$ cat src/rtl/counter_seq_monitor.sv
// Sequence checker for the 3-bit binary/Gray mode counter: predicts each next
// value, flags mismatches, tallies good steps and errors, and latches a sticky fault.
module counter_seq_monitor #(
   parameter int unsigned MAX_ERR = 4,
   parameter int unsigned ERR_W   = 8,
   parameter int unsigned STEP_W  = 16
) (
   input  logic              clk,
   input  logic              reset,
   input  logic              mode,
   input  logic [2:0]        count,
   input  logic              dut_reset,
   output logic              locked,
   output logic              error,
   output logic              fault,
   output logic [2:0]        expected,
   output logic [2:0]        last_bad,
   output logic [ERR_W-1:0]  err_cnt,
   output logic [STEP_W-1:0] step_cnt
);

   localparam int unsigned CNT_W  = 3;
   localparam int unsigned MISS_W = 4;

   typedef enum logic [1:0] {
      ACQ   = 2'd0,
      TRACK = 2'd1,
      FAULT = 2'd2
   } state_t;

   state_t              state, state_nx;
   logic [MISS_W-1:0]   miss, miss_nx;
   logic                locked_nx, error_nx, fault_nx;
   logic [CNT_W-1:0]    expected_nx, last_bad_nx;
   logic [ERR_W-1:0]    err_cnt_nx;
   logic [STEP_W-1:0]   step_cnt_nx;

   // Successor of c under mode m: binary increment or the 3-bit Gray cycle.
   function automatic logic [CNT_W-1:0] next_val(input logic [CNT_W-1:0] c, input logic m);
      logic [CNT_W-1:0] n;
      if (!m) begin
         n = c + CNT_W'(1);
      end else begin
         case (c)
            3'b000:  n = 3'b001;
            3'b001:  n = 3'b011;
            3'b011:  n = 3'b010;
            3'b010:  n = 3'b110;
            3'b110:  n = 3'b111;
            3'b111:  n = 3'b101;
            3'b101:  n = 3'b100;
            default: n = 3'b000;
         endcase
      end
      return n;
   endfunction

   // State register and registered outputs.
   always_ff @(posedge clk) begin
      if (!reset) begin
         state    <= ACQ;
         miss     <= '0;
         locked   <= 1'b0;
         error    <= 1'b0;
         fault    <= 1'b0;
         expected <= '0;
         last_bad <= '0;
         err_cnt  <= '0;
         step_cnt <= '0;
      end else begin
         state    <= state_nx;
         miss     <= miss_nx;
         locked   <= locked_nx;
         error    <= error_nx;
         fault    <= fault_nx;
         expected <= expected_nx;
         last_bad <= last_bad_nx;
         err_cnt  <= err_cnt_nx;
         step_cnt <= step_cnt_nx;
      end
   end

   // Next state and next output values; expected always tracks the sampled count/mode.
   always_comb begin
      state_nx    = state;
      miss_nx     = miss;
      error_nx    = 1'b0;
      expected_nx = next_val(count, mode);
      last_bad_nx = last_bad;
      err_cnt_nx  = err_cnt;
      step_cnt_nx = step_cnt;

      case (state)
         ACQ: begin
            if (dut_reset) begin
               miss_nx = '0;
            end else begin
               state_nx = TRACK;
            end
         end
         TRACK: begin
            if (dut_reset) begin
               state_nx = ACQ;
               miss_nx  = '0;
            end else if (count == expected) begin
               miss_nx = '0;
               if (step_cnt != '1) step_cnt_nx = step_cnt + STEP_W'(1);
            end else begin
               error_nx    = 1'b1;
               last_bad_nx = count;
               miss_nx     = miss + MISS_W'(1);
               if (err_cnt != '1) err_cnt_nx = err_cnt + ERR_W'(1);
               if (miss == MISS_W'(MAX_ERR - 1)) state_nx = FAULT;
            end
         end
         FAULT: begin
            state_nx = FAULT;
         end
         default: begin
            state_nx = ACQ;
            miss_nx  = '0;
         end
      endcase

      locked_nx = (state_nx == TRACK);
      fault_nx  = (state_nx == FAULT);
   end

endmodule

$ cat config.mk
export PLATFORM = sky130hd
export DESIGN_NAME = counter_seq_monitor
export DESIGN_NICKNAME = d
export VERILOG_FILES = /design/src/rtl/counter_seq_monitor.sv
export SDC_FILE = /design/constraint.sdc
export NUM_CORES = 1
export LEC_CHECK = 0
export CAP_MARGIN = 0
export CELL_PAD_IN_SITES_DETAIL_PLACEMENT = 1
export CELL_PAD_IN_SITES_GLOBAL_PLACEMENT = 1
export CORE_MARGIN = 4
export CORE_UTILIZATION = 41
export CTS_CLUSTER_SIZE = 10
export DETAILED_ROUTE_END_ITERATION = 6
export PLACE_DENSITY = 0.85
export SLEW_MARGIN = 15
export SYNTH_ARGS = -nofsm -noshare
export SYNTH_HDL_FRONTEND = slang
export SYNTH_SLANG_ARGS = --single-unit
$ cat constraint.sdc
create_clock -name clk -period 5.47 [get_ports clk]
set_input_delay 1.3675 -clock clk [delete_from_list [all_inputs] [get_ports clk]]
set_output_delay 1.3675 -clock clk [all_outputs]
set_load 0.05 [all_outputs]
==> impl_metrics.tcl <==
set metrics [dict create \
    rsz0062_at_grt "no" \
    hp-class "reg -> reg" \
    period_needed_ps 3450 \
    wl_um 5450 \
    critPathMaxStageDelay_ps 660 \
    vias 2010 \
    tns_ps 0 \
    syn_inst 244 \
    post-route-util_pct 54.5 \
    final_nets 295 \
    fp-row-count 25 \
    slew_violations 0 \
    cts_tree "built" \
    cp-end-kind "flip-flop" \
    ys_ff_latch 39 \
    die_h_um 79.7 \
    setup_violations 0 \
    synth_area_per_cell_um2 8.64 \
    grt_max_degree 27 \
    postCtsHoldBufs 0 \
    critPathMaxFanout 22 \
    synthArstFlopShare_pct 0 \
    drt_iter0_markers 78 \
    pin_count 40 \
    numPortBuffers 39 \
    critPathTopFamily "simple AND/OR/NAND/NOR gates" \
    htreeDepth 2 \
    cts_buffer_depth 2 \
    p_leak_uw 0.000860 \
    slowest_stage "clkdlybuf4s50_1" \
    synthesis.area_um2 2110 \
    postRouteAntennaNets 0 \
    cts_resized 0 \
    clk_latency_ps 300 \
    path_cells "clkdlybuf4s50_1 -> xnor2_2 -> nand4_2 -> nor4b_1 -> mux2i_1" \
    max_freq_ghz 0.290 \
    synth-seq-area-share_pct 37.1 \
    area_growth_pct 25.4 \
    fp.coreArea_um2 4850 \
    drt_first_pass_iters 4 \
    grt-ovfl-total 0 \
    track_usage_pct 18.6 \
    synth_largest_area_cell "dfxtp_1" \
    synth_edf_count 0 \
    clkTransAtPathRegs_ps 80 \
    mostFrequentLayoutCells "39 x dfxtp_1, 39 x clkdlybuf4s50_1, 27 x nand2_1, 25 x a21oi_1" \
    grt_pass1_vias 1983 \
    numCtsBuffers 5 \
    arrival_ps 3680 \
    antenna_found_initial 0 \
    cts_sinks 39 \
    synth_nets 260 \
    power_uw 617 \
    drc 0 \
    vias_per_cell 5.79 \
    required_ps 5700 \
    post-place-ws_ps 1710 \
    power_density_nw_per_um2 234 \
    ys.flop_type "dfxtp_1" \
    yosys.area.top_type_share_pct 37.1 \
    tightest_slew_ps 1060 \
    vdd_drop_max_uv 195 \
    gp_congestion 0.745 \
    outcome "finished clean" \
    period_share_pct 63.1 \
    synthTopCellsByArea "dfxtp_1 37%, a21oi_1 5.9%, ha_1 5.3%, mux2i_1 5.2%, nand2_1 4.8%" \
    hold_violations 0 \
    max_slew_margin_pct 28.8 \
    setup_ws_ps 2020 \
    wl_per_cell_um 15.7 \
    dp_hpwl_um 3860 \
    critPathKind "in -> reg" \
    critPathBufInv 1 \
    fin_skew_ps 4.40 \
    critPathLaunchType "input port" \
    yosysUniqueCellTypes 40 \
    die-width_um 79.7 \
    drv_cap 0 \
    grt_pass1_wl_um 9250 \
    die_area_um2 6350 \
    ys_warn_count 0 \
    diodes 0 \
    drive_above_1_share_pct 7.14 \
    fillers 580 \
    cts_root_buffer "clkbuf_8" \
    cts_setup_buffers 0 \
    start_util_pct 43.5 \
]
==> worst register-to-register path, cell delays in order (launching register included) <==
cell and delay (ps):
dfxtp_1 420, ha_1 240, nand3_1 200, nor4_2 800, and4b_1 280, nor3_1 150
==> final timing paths <==
kind                                  from                  endpoint  slack, ps  cells after the start
hold reg to reg   last_bad[2]$_SDFFE_PN0P_  last_bad[2]$_SDFFE_PN0P_        480                      2
setup / recovery                  count[0]  step_cnt[7]$_SDFFE_PN0P_       2020                      5
setup reg to reg  step_cnt[1]$_SDFFE_PN0P_  step_cnt[2]$_SDFFE_PN0P_       3300                      5
hold / removal    last_bad[2]$_SDFFE_PN0P_  last_bad[2]$_SDFFE_PN0P_        480                      2
==> per-stage QoR <==
stage	hold WS, ps	cells	area [µm²]
global route	512	347	2640
global placement	445	339	2520
CTS	485	347	2640
floorplan	477	244	2110
finish	485	347	2640
detailed placement	473	339	2520
==> report_power, final <==
part	switching (µW)	internal, µW	total (µW)
Sequential	5.15	288	293
Combinational	43.7	24.0	67.7
Clock	109	148	256
==> sequential cells by signal, indices dropped and copies added, names as in the netlist <==
name and flops:
err_cnt 8, error 1, expected 3, fault 1, last_bad 3, locked 1, miss 4, state 2
step_cnt 16
==> synthesized netlist by cell type, types with 2 or more instances <==
| master | number |
|---|---|
| inv_1 | 9 |
| nand2_1 | 27 |
| nor2_1 | 11 |
| a21oi_1 | 25 |
| nor4_1 | 10 |
| xnor2_2 | 3 |
| or4_1 | 10 |
| nand3_1 | 10 |
| nand4_1 | 5 |
| mux2i_1 | 11 |
| o31ai_1 | 9 |
| nor4b_1 | 2 |
| dfxtp_1 | 39 |
| nand3b_1 | 4 |
| a31oi_1 | 2 |
| o21ai_0 | 6 |
| nor3_1 | 3 |
| nand2b_1 | 10 |
| or2_2 | 2 |
| and4_1 | 3 |
| clkbuf_1 | 6 |
| buf_2 | 3 |
| or3_1 | 5 |
| buf_6 | 3 |
| ha_1 | 9 |
| xor2_1 | 3 |
==> layer usage <==
layer	vias up	wire (µm)	GRT usage, %
li1	974	-	-
met1	978	2400	22.4
met2	51	2660	31.1
met3	7	312	5.30
met4	0	82	6.87
met5	-	0	0
==> final cells by class <==
| type | count | area (µm²) | share of cell area [%] |
|---|---|---|---|
| clock buffers | 6 | 82.6 | 3.13 |
| repair buffers | 40 | 398 | 15.1 |
| inverters | 10 | 37.5 | 1.42 |
| clock inverters | 2 | 35.0 | 1.33 |
| well taps | 67 | 83.8 | 3.17 |
| multi-input cells | 183 | 1220 | 46.3 |
| flip-flops and latches | 39 | 781 | 29.6 |
==> cells by family after synthesis <==
| kind of cell | Yosys count | share of synthesized area, % |
|---|---|---|
| flops | 39 | 37.1 |
| xor+xnor | 6 | 3.56 |
| simple gates | 106 | 28.5 |
| buf+inv | 22 | 5.17 |
| fa+ha+maj | 9 | 5.34 |
| compound gates | 51 | 15.1 |
| mux | 11 | 5.23 |
(Power assumes the default switching activity.)
